### config.mk
export PLATFORM = sky130hd
export DESIGN_NAME = systolic_seq
export DESIGN_NICKNAME = d
export VERILOG_FILES = /design/src/rtl/systolic_pkg.sv /design/src/rtl/systolic_seq.sv
export SDC_FILE = /design/constraint.sdc
export NUM_CORES = 1
export LEC_CHECK = 0
export CORE_MARGIN = 1
export CORE_UTILIZATION = 40
export CTS_CLUSTER_DIAMETER = 60
export DETAILED_ROUTE_END_ITERATION = 6
export PLACE_DENSITY = 0.7
export SYNTH_ARGS = -nofsm -noshare
export SYNTH_HDL_FRONTEND = slang
export SYNTH_SLANG_ARGS = --single-unit
### constraint.sdc
create_clock -name clk -period 6.62 [get_ports clk]
set_input_delay 1.324 -clock clk [delete_from_list [all_inputs] [get_ports clk]]
set_output_delay 1.324 -clock clk [all_outputs]
set_load 0.05 [all_outputs]
### src/rtl/systolic_pkg.sv
// Shared definitions for the systolic job sequencer: state encoding and the
// default bus map used to drive the systolic array's RAM window.
package systolic_pkg;

  typedef enum logic [3:0] {
    IDLE,
    LOAD,
    KICK,
    POLL_RD,
    POLL_WT,
    RES_RD,
    RES_WT,
    RES_OUT,
    FIN
  } state_t;

  localparam logic [15:0] LOAD_BASE_DFLT = 16'h0000;
  localparam logic [15:0] CTRL_ADR_DFLT  = 16'h0100;
  localparam logic [15:0] STAT_ADR_DFLT  = 16'h0101;
  localparam logic [15:0] RES_BASE_DFLT  = 16'h0200;
  localparam int unsigned POLL_MAX_DFLT  = 1023;
  localparam logic [15:0] KICK_WORD      = 16'h0001;

  // 16-bit modulo address from a base and an 8-bit word index.
  function automatic logic [15:0] addr_off(input logic [15:0] base,
                                           input logic [7:0]  off);
    return base + {8'h00, off};
  endfunction

endpackage

### src/rtl/systolic_seq.sv
// Job sequencer: streams operands into the systolic RAM, kicks the array,
// polls its status, then streams the results back out.
module systolic_seq
  import systolic_pkg::*;
#(
  parameter logic [15:0] LOAD_BASE = LOAD_BASE_DFLT,
  parameter logic [15:0] CTRL_ADR  = CTRL_ADR_DFLT,
  parameter logic [15:0] STAT_ADR  = STAT_ADR_DFLT,
  parameter logic [15:0] RES_BASE  = RES_BASE_DFLT,
  parameter int unsigned POLL_MAX  = POLL_MAX_DFLT
) (
  input  logic        clk,
  input  logic        rst_n,
  input  logic        start,
  input  logic [7:0]  load_len,
  input  logic [7:0]  res_len,
  output logic        busy,
  output logic        done,
  output logic        timeout,
  input  logic        in_valid,
  input  logic [15:0] in_data,
  output logic        in_ready,
  output logic        out_valid,
  output logic [15:0] out_data,
  input  logic        out_ready,
  output logic        wen,
  output logic [15:0] ibus_wadr,
  output logic [15:0] ibus_wdata,
  output logic        ren,
  output logic [15:0] ibus_radr,
  input  logic [15:0] ibus_rdata
);

  localparam logic [15:0] POLL_LIM = 16'(POLL_MAX);

  state_t      r_state;
  logic [7:0]  r_load_len;
  logic [7:0]  r_res_len;
  logic [7:0]  r_cnt;
  logic [15:0] r_poll;
  logic        r_timeout;
  logic        r_out_valid;
  logic [15:0] r_out_data;

  logic [15:0] w_poll_next;
  logic        w_in_fire;
  logic        w_out_fire;

  assign w_poll_next = r_poll + 16'd1;
  assign w_in_fire   = (r_state == LOAD) && in_valid;
  assign w_out_fire  = (r_state == RES_OUT) && out_ready;

  // Status flags decode directly from the state register, so they are
  // glitch-free and drop to 0 the moment reset forces IDLE.
  assign busy      = (r_state != IDLE);
  assign done      = (r_state == FIN);
  assign in_ready  = (r_state == LOAD);
  assign timeout   = r_timeout;
  assign out_valid = r_out_valid;
  assign out_data  = r_out_data;

  // Operand writes must land in the handshake cycle itself, so the bus
  // strobes are a pure decode of state plus in_valid rather than registers.
  always_comb begin
    wen        = 1'b0;
    ibus_wadr  = '0;
    ibus_wdata = '0;
    ren        = 1'b0;
    ibus_radr  = '0;
    case (r_state)
      LOAD: begin
        if (in_valid) begin
          wen        = 1'b1;
          ibus_wadr  = addr_off(LOAD_BASE, r_cnt);
          ibus_wdata = in_data;
        end
      end
      KICK: begin
        wen        = 1'b1;
        ibus_wadr  = CTRL_ADR;
        ibus_wdata = KICK_WORD;
      end
      POLL_RD: begin
        ren       = 1'b1;
        ibus_radr = STAT_ADR;
      end
      RES_RD: begin
        ren       = 1'b1;
        ibus_radr = addr_off(RES_BASE, r_cnt);
      end
      default: ;
    endcase
  end

  always_ff @(posedge clk or negedge rst_n) begin
    if (!rst_n) begin
      r_state     <= IDLE;
      r_load_len  <= '0;
      r_res_len   <= '0;
      r_cnt       <= '0;
      r_poll      <= '0;
      r_timeout   <= 1'b0;
      r_out_valid <= 1'b0;
      r_out_data  <= '0;
    end else begin
      case (r_state)
        IDLE: begin
          if (start) begin
            r_load_len <= load_len;
            r_res_len  <= res_len;
            r_timeout  <= 1'b0;
            r_cnt      <= '0;
            r_poll     <= '0;
            r_state    <= (load_len != 8'd0) ? LOAD : KICK;
          end
        end
        LOAD: begin
          if (w_in_fire) begin
            r_cnt <= r_cnt + 8'd1;
            if (r_cnt == r_load_len - 8'd1) r_state <= KICK;
          end
        end
        KICK:    r_state <= POLL_RD;
        POLL_RD: r_state <= POLL_WT;
        POLL_WT: begin
          if (ibus_rdata[0]) begin
            r_cnt   <= '0;
            r_state <= (r_res_len != 8'd0) ? RES_RD : FIN;
          end else begin
            r_poll <= w_poll_next;
            if (w_poll_next == POLL_LIM) begin
              r_timeout <= 1'b1;
              r_state   <= FIN;
            end else begin
              r_state <= POLL_RD;
            end
          end
        end
        RES_RD: r_state <= RES_WT;
        RES_WT: begin
          r_out_data  <= ibus_rdata;
          r_out_valid <= 1'b1;
          r_state     <= RES_OUT;
        end
        RES_OUT: begin
          if (w_out_fire) begin
            r_out_valid <= 1'b0;
            r_cnt       <= r_cnt + 8'd1;
            r_state     <= (r_cnt == r_res_len - 8'd1) ? FIN : RES_RD;
          end
        end
        FIN:     r_state <= IDLE;
        default: r_state <= IDLE;
      endcase
    end
  end

endmodule

Word level (Yosys, flattened, before mapping)
Cells that the tools add are included.

cells by class
  order comparisons = 0
  mux-type cells = 32
  shift operators = 0
  div/mod/pow operators = 0
  bitwise operators = 0
  multiply operators = 0
  add/subtract/negate cells = 5
  eq/ne operators = 18
  reductions and logical operators = 16

operators by type and width
  kind                                                   count
  one-hot mux 16 bit (2 select lines)                    2
  2-to-1 mux 16 bit                                      3
  2-to-1 mux 8 bit                                       5
  2-to-1 mux 4 bit                                       8
  one-hot mux 4 bit (8 select lines)                     1
  one-hot mux 8 bit (4 select lines)                     1
  one-hot mux 11 bit (2 select lines)                    1
  one-hot mux 9 bit (2 select lines)                     1
  adder 16 x 1 -> 16 bit, second input constant          1
  equality test 16 x 10 -> 1 bit, second input constant  1
  equality test 4 x 3 -> 1 bit, second input constant    4
  equality test 8 bit                                    2
  nonzero test 8 bit                                     2
  subtractor 8 x 1 -> 8 bit, second input constant       2
  adder 10 x 8 -> 11 bit, first input constant           1
  inequality test 2 bit, second input constant           5
  adder 8 x 1 -> 8 bit, second input constant            1
  equality test 4 x 2 -> 1 bit, second input constant    2
  AND reduction 4 bit                                    2
  nonzero test 4 bit                                     2
  2-to-1 mux 1 bit                                       6
  one-hot mux 1 bit (2 select lines)                     3
  AND reduction 5 bit                                    1
  equality test 4 x 1 -> 1 bit, second input constant    1
  9 further kinds                                        13

storage, ports and cells
  logic and storage cells = 79
  bits in writable memories = 0
  bits in read-only memories = 0
  flip-flop bits (word level) = 62
  memories = 0
  bits of input ports = 53
  bits in latches = 0

Logic depth before layout (Yosys ltp)
Gate-level depths: netlist (run 1).

  depth after elaboration = 5
  depth in mapped cells = 9

Worst setup path before layout (run 1)
Ideal clock, no wire load.

  path kind = flip-flop to output port
  from = reg r_state[3]
  to = out ibus_wadr[0]
  slack = 3.035 ns
  path buffers = 2
  data arrival time = 2.261 ns
  required time = 5.296 ns
  stages on the path, launching flop included = 6
  cells stage by stage = dfrtp_1 -> clkbuf_1 -> or2_1 -> nor2_1 -> clkbuf_1 -> and3_1

between the ends
  cells in the longest elaborated chain, start to end = 2

ends and longest elaborated chain
  element                             RTL line             RTL
  from (decl)                         systolic_seq.sv:36   state_t r_state;
  from (signal assigned)              systolic_seq.sv:114  r_state <= (load_len != 8'd0) ? LOAD : KICK;
  from (signal assigned)              systolic_seq.sv:128  r_state <= (r_res_len != 8'd0) ? RES_RD : FIN;
  from (signal assigned)              systolic_seq.sv:149  r_state <= (r_cnt == r_res_len - 8'd1) ? FIN : RES_RD;
  equality test 4 x 1 -> 1 bit        -
  net in_ready                        systolic_seq.sv:22   output logic in_ready,
  one-hot mux 9 bit (2 select lines)  systolic_seq.sv:70   case (r_state)
  to (decl)                           systolic_seq.sv:27   output logic [15:0] ibus_wadr,

The timed path passes the listed nets, and every way through them passes these cells.

Worst setup path in the final report (run 1)
  from = in in_valid
  to = out wen

between the ends
  cells in the longest elaborated chain, start to end = 2

ends and longest elaborated chain
  element                             RTL line            RTL
  from (decl)                         systolic_seq.sv:20  input logic in_valid,
  2-to-1 mux 1 bit                    systolic_seq.sv:72  if (in_valid) begin
  one-hot mux 1 bit (2 select lines)  systolic_seq.sv:70
  to (decl)                           systolic_seq.sv:26  output logic wen,

No other way between the ends.

==> results_dict.tcl, run 1 <==
set metrics [dict create \
    run_status "completed" \
    synth_area_sq_um 4040 \
    setup_repair_after_global_routing_missed_its_margin "no" \
    cts_buffer_depth 2 \
    share_comb_of_total_power_pct 54.7 \
    synth_top_flop_cell "sky130_fd_sc_hd__dfrtp_1" \
    cts_tree "done" \
    io_buffer_count 110 \
    vias_in_the_first_global_route 3483 \
    n_antenna_cell 0 \
    ff2ff_setup_slack_ns 3.84 \
    postRouteAntennaNets 0 \
    min_path_type "flip-flop to flip-flop" \
    timing.critical_path.required_ns 5.30 \
    power.net_switching_mw 1.06 \
    dp.final_hpwl_um 7220 \
    nets 591 \
    drt-total-wl_um 10000 \
    top_level_ports 124 \
    worstReg2RegStart "r_state[3]" \
    drt_first_iter_violations 315 \
    synth_area_per_cell_sq_um 9.14 \
    worstHoldStart "out_valid" \
    layout_worst_path_cycle_share_pct 69.6 \
    setup_viol 0 \
    htree_num_levels 3 \
    global_route.overflow_total 0 \
    setup_ws_ns 2.01 \
    setup.worst_path.end_class "output pin" \
    floorplan.initialDensity_pct 41.3 \
    seqPwrFrac_pct 29.3 \
    hold_viol 0 \
    async_flop_share_pct 100 \
    dieArea_sq_um 10500 \
    clk_latency_ns 0.34 \
    number_of_vias_per_cell_after_detailed_routing 5.49 \
    timing_worst_setup_path_type "primary input to output pin" \
    grt_antenna_before_repair 0 \
    finalWorstPathRequiredPeriod_ns 4.61 \
    hold_slack_ns 0.477 \
    floorplan.rows 36 \
    cts_num_sinks 62 \
    switching_share_pct 46.2 \
    path_clk_slew_ns 0.06 \
    placed_cell_area_sq_um 5140 \
    worstPathArrival_ns 3.28 \
    synthesis.yosys.warnings 0 \
    post_cts_resize_count 0 \
    post_synth_inst_count 442 \
    max_slew_margin_pct 18.6 \
    gr-usage-all-layers_pct 20.1 \
    hold_depth 1 \
    maxCapViolCount 0 \
    ys_seq_area_share_pct 38.4 \
    timing.critical_path.from "in_valid" \
    vias 3685 \
    final-instance-count-excl-fill 671 \
    numPlacedInstances 655 \
    reg2reg_depth 5 \
    global_route_wire_length_before_repair_um 16300 \
    die_h_um 103 \
    synthToLayoutAreaGrowth_pct 32.6 \
    clock-skew-final_ns 0.0117 \
    post-cts-setup-buffer-count 0 \
    cts_root_buffer "sky130_fd_sc_hd__clkbuf_8" \
    setup_tns_ns 0 \
    route.detailed.wl_per_inst_um 15.0 \
    drcViolationCount 0 \
    clock_power_share_pct 16.0 \
    grt_start_max_net_pins 63 \
    leakage_nw 2.24 \
    power_density_over_cell_area_nw_per_um2 429 \
    layout.cell_area.non_filler_sq_um 5360 \
    post-place-ws_ns 1.99 \
    worstPathMaxFanout 25 \
    placeable_area_sq_um 9770 \
    netlist-cell-type-count 57 \
    post_synth_edffs 0 \
    layout-drive-gt1-share_pct 11.2 \
    cellInternalPower_mw 1.24 \
    final_max_slew_viol_count 0 \
    vdd_ir_drop_max_mv 0.284 \
    achievable-frequency_ghz 0.217 \
    place_congestion 0.846 \
    die_width_um 103 \
    tightestPinTransition_ns 1.22 \
    detailedRoute.firstPassIterationCount 4 \
    hold-path-endpoint "out_valid" \
    critical_path.reg2reg.endpoint "r_cnt[3]" \
    cts-hold-fix-buffers 0 \
    ys_ff_latch 62 \
    timing.critical_path.from_type "primary input" \
    tritoncts.num_buffers 9 \
]
==> state kept, by name, summed over array words and instances, names as in the netlist <==
signal / flops
r_state: 4
r_cnt: 8
r_res_len: 8
r_load_len: 8
timeout: 1
out_valid: 1
r_poll: 16
out_data: 16
==> metal layers <==
layer / vias up / global-route usage [%] / wire length [um]
li1: 1746 / - / -
met1: 1758 / 25.2 / 4350
met2: 173 / 33.5 / 4600
met3: 8 / 5.02 / 1000
met4: 0 / 7.47 / 85
met5: - / 0 / 0
==> power by group through the flow <==
stage               clock (mW)  sequential (mW)  combinational, mW
finish                   0.368            0.674               1.26
global route             0.392            0.699               1.35
CTS                      0.376            0.673               1.26
detailed placement           0            0.680               1.26
global placement             0            0.671               1.23
floorplan                    0            0.801              0.775
==> cell usage in the layout, fill, tap and decap left out, types with 4 or more instances in the layout <==
cell type                         netlist  routed
sky130_fd_sc_hd__a21o_1                 4       4
sky130_fd_sc_hd__a21oi_1               14      14
sky130_fd_sc_hd__a31oi_1                4       4
sky130_fd_sc_hd__and2_1                13      13
sky130_fd_sc_hd__and3_1                30      30
sky130_fd_sc_hd__clkbuf_8               0      10
sky130_fd_sc_hd__clkdlybuf4s50_1        0     109
sky130_fd_sc_hd__conb_1                 1      13
sky130_fd_sc_hd__dfrtp_1               62      62
sky130_fd_sc_hd__ha_1                   5       5
sky130_fd_sc_hd__inv_1                 10      10
sky130_fd_sc_hd__mux2_2                33      33
sky130_fd_sc_hd__nand2_1               21      21
sky130_fd_sc_hd__nand2b_1               8       8
sky130_fd_sc_hd__nand3_1               12      12
sky130_fd_sc_hd__nand3b_1               4       4
sky130_fd_sc_hd__nand4_1                7       7
sky130_fd_sc_hd__nor2_1                28      28
sky130_fd_sc_hd__nor3_1                 8       8
sky130_fd_sc_hd__nor4_1                 9       9
sky130_fd_sc_hd__o211ai_1               4       4
sky130_fd_sc_hd__o21a_1                 4       4
sky130_fd_sc_hd__o21ai_0               39      39
sky130_fd_sc_hd__o31ai_1                7       7
sky130_fd_sc_hd__xnor2_1               17      17
sky130_fd_sc_hd__xor2_1                11      11
==> cells in the mapped netlist, drive strengths merged (5+ instances only) <==
cell / instances / area [sq um]
buf: 21 / 139
and2: 15 / 96.4
a21oi: 14 / 70.1
nor3: 8 / 40.0
inv: 10 / 37.5
nor2: 28 / 105
and3: 30 / 188
nor4: 9 / 56.3
xnor2: 17 / 149
mux2: 34 / 387
xor2: 11 / 96.3
o31ai: 7 / 52.6
o21ai: 39 / 195
nand2: 21 / 78.8
nand4: 7 / 43.8
dfrtp: 62 / 1550
nand2b: 8 / 50.1
nand3: 12 / 60.1
clkbuf: 24 / 90.1
ha: 5 / 62.6
==> kinds of logic after synthesis <==
kind of cell	count (synthesis)	synth area share (%)
buf+inv	55	6.60
compound gates	93	14.3
xor+xnor	28	6.07
simple gates	164	23.4
mux	34	9.57
other cells	1	0.0928
flops	62	38.4
fa+ha+maj	5	1.55
==> layout make-up <==
class	count	area, sq um
clock inverters	4	70.1
flip-flops and latches	62	1550
repair buffers	113	1120
fillers	893	4420
multi-input cells	337	2270
well taps	133	166
clock buffers	12	145
inverters	10	37.5
==> how the worst max path moves through the flow <==
stage                   endpoint  slack [ns]
floorplan           ibus_wadr[0]        3.03
global placement             wen        2.04
detailed placement           wen        1.99
CTS                          wen        1.98
global route                 wen        1.85
finish                       wen        2.01
==> stage by stage <==
step	utilization (%)	power (mW)
CTS	54.8	2.31
floorplan	-	1.58
detailed placement	52.6	1.94
finish	54.8	2.30
global placement	52.6	1.90
global route	54.8	2.44
==> critical path, cell delays in order <==
cell	delay, ns
sky130_fd_sc_hd__clkdlybuf4s50_1	0.70
sky130_fd_sc_hd__and2_1	0.29
sky130_fd_sc_hd__or2_2	0.27
sky130_fd_sc_hd__clkdlybuf4s50_1	0.70
Power figures use the tool's default switching activity.
==> run 2: changes to the inputs <==
Settings changed: PLACE_DENSITY 0.7 to 0.73.
Clock period 6.62 ns to 4.1 ns, I/O delays scaled along.
==> run 2 against run 1 <==
Net effect:
- critical path depth unchanged
- routed wire length grew 2.3%
- utilization is 0.10 points higher
- die area stayed put
- total power is 61% higher
- non-clock buffer count increased by 3
- register-to-register slack got worse by 2.3 ns
- largest cell class unchanged
==> results_dict.tcl, run 2 (same netlist as run 1, synthesis figures left out) <==
set metrics [dict create \
    clk_latency_ns 0.34 \
    timing.critical_path.from_type "primary input" \
    setup_repair_after_global_routing_missed_its_margin "no" \
    synthToLayoutAreaGrowth_pct 32.8 \
    hold-path-endpoint "out_valid" \
    hold_viol 0 \
    max_slew_margin_pct 37.9 \
    final_max_slew_viol_count 0 \
    vias_in_the_first_global_route 3637 \
    grt_start_max_net_pins 41 \
    postRouteAntennaNets 0 \
    tritoncts.num_buffers 9 \
    setup.worst_path.end_class "output pin" \
    finalWorstPathRequiredPeriod_ns 3.61 \
    htree_num_levels 3 \
    die_h_um 103 \
    path_clk_slew_ns 0.07 \
    timing.critical_path.required_ns 3.28 \
    nets 594 \
    io_buffer_count 110 \
    worstHoldStart "out_valid" \
    power_density_over_cell_area_nw_per_um2 692 \
    clock-skew-final_ns 0.00980 \
    drcViolationCount 0 \
    final_common_cell "sky130_fd_sc_hd__clkdlybuf4s50_1" \
    global_route.overflow_total 0 \
    reg2reg_depth 7 \
    run_status "completed" \
    setup_tns_ns 0 \
    layout.cells.most_common_list "109 x sky130_fd_sc_hd__clkdlybuf4s50_1, 62 x sky130_fd_sc_hd__dfrtp_1, 39 x sky130_fd_sc_hd__o21ai_0, 33 x sky130_fd_sc_hd__mux2_2, 30 x sky130_fd_sc_hd__and3_1" \
    n_antenna_cell 0 \
    drt_first_iter_violations 227 \
    top_level_ports 124 \
    post_cts_resize_count 0 \
    detailedRoute.firstPassIterationCount 5 \
    vias 3652 \
    dieArea_sq_um 10500 \
    worstPathArrival_ns 2.79 \
    tightestPinTransition_ns 0.932 \
    leakage_nw 2.25 \
    placeable_area_sq_um 9770 \
    number_of_vias_per_cell_after_detailed_routing 5.43 \
    min_path_type "flip-flop to flip-flop" \
    postLayoutCoreUtil_pct 54.9 \
    cts_root_buffer "sky130_fd_sc_hd__clkbuf_8" \
    floorplan.initialDensity_pct 41.3 \
    post-cts-setup-buffer-count 0 \
    worstPathMaxFanout 25 \
    place_congestion 0.868 \
    drt-total-wl_um 10300 \
    floorplan.rows 36 \
    die_width_um 103 \
    maxCapViolCount 0 \
    global_route_wire_length_before_repair_um 17200 \
    dp.final_hpwl_um 7510 \
    layout-drive-gt1-share_pct 11.7 \
    setup_viol 0 \
    timing_worst_setup_path_type "primary input to output pin" \
    critical_path.reg2reg.endpoint "r_state[0]" \
    cts_num_sinks 62 \
    grt_antenna_before_repair 0 \
    cts_tree "done" \
    worstReg2RegStart "r_res_len[0]" \
    cts-hold-fix-buffers 0 \
    achievable-frequency_ghz 0.277 \
    hold_depth 1 \
    layout_worst_path_cycle_share_pct 88.1 \
    route.detailed.wl_per_inst_um 15.3 \
    cts_buffer_depth 2 \
    ff2ff_setup_slack_ns 1.51 \
    vdd_ir_drop_max_mv 0.432 \
    gr-usage-all-layers_pct 21.1 \
]
-- run 2: changes by cell type in the layout (fill, tap and decap cells not counted), sizes merged --
cell / change
clkbuf: -2
buf: +3
clkinv: +1
-- run 2: worst max-delay path, stage by stage --
cell                              delay [ns]
sky130_fd_sc_hd__clkdlybuf4s50_1        0.70
sky130_fd_sc_hd__and2_1                 0.29
sky130_fd_sc_hd__or2_2                  0.27
sky130_fd_sc_hd__clkdlybuf4s50_1        0.70
-- run 2: stage by stage --
stage | hold WS, ns | power (mW) | setup WS (ns) | cells | area, sq um
after detailed placement | 0.483 | 3.14 | 0.480 | 658 | 5160
final | 0.495 | 3.71 | 0.489 | 673 | 5370
after CTS | 0.503 | 3.72 | 0.482 | 673 | 5370
after global placement | 0.462 | 3.08 | 0.539 | 658 | 5160
after global routing | 0.521 | 3.95 | 0.368 | 673 | 5370
after floorplan | 0.458 | 2.54 | 1.02 | 454 | 4090
-- run 2: worst max-delay path by stage --
| stage | start | end | slack [ns] | cells after the start |
|---|---|---|---|---|
| after CTS | in_valid | wen | 0.48 | 4 |
| after global placement | in_valid | wen | 0.54 | 4 |
| after floorplan | r_state[3] | ibus_wadr[0] | 1.02 | 5 |
| final | in_valid | wen | 0.49 | 4 |
| after detailed placement | in_valid | wen | 0.48 | 4 |
| after global routing | in_valid | wen | 0.37 | 4 |
-- run 2: area by class of cell --
| type | instances | area (sq um) |
|---|---|---|
| Clock buffer | 10 | 128 |
| Clock inverter | 5 | 75.1 |
| Fill cell | 879 | 4410 |
| Inverter | 10 | 37.5 |
| Multi-Input combinational cell | 337 | 2270 |
| Sequential cell | 62 | 1550 |
| Tap cell | 133 | 166 |
| Timing Repair Buffer | 116 | 1140 |
-- run 2: power breakdown --
group / leakage [nW] / internal, mW / switching, mW
sequential: 0.789 / 0.824 / 0.266
clock: 0.106 / 0.336 / 0.238
combinational: 1.36 / 0.828 / 1.22
-- run 2: routing by layer --
metal | vias to the layer above | track usage [%] | part of all wire, %
met3 | 16 | 5.15 | 8.1
met1 | 1746 | 26.2 | 43
met5 | - | 0 | 0
met2 | 140 | 35.3 | 47
met4 | 0 | 8.24 | 1.7
li1 | 1750 | - | -
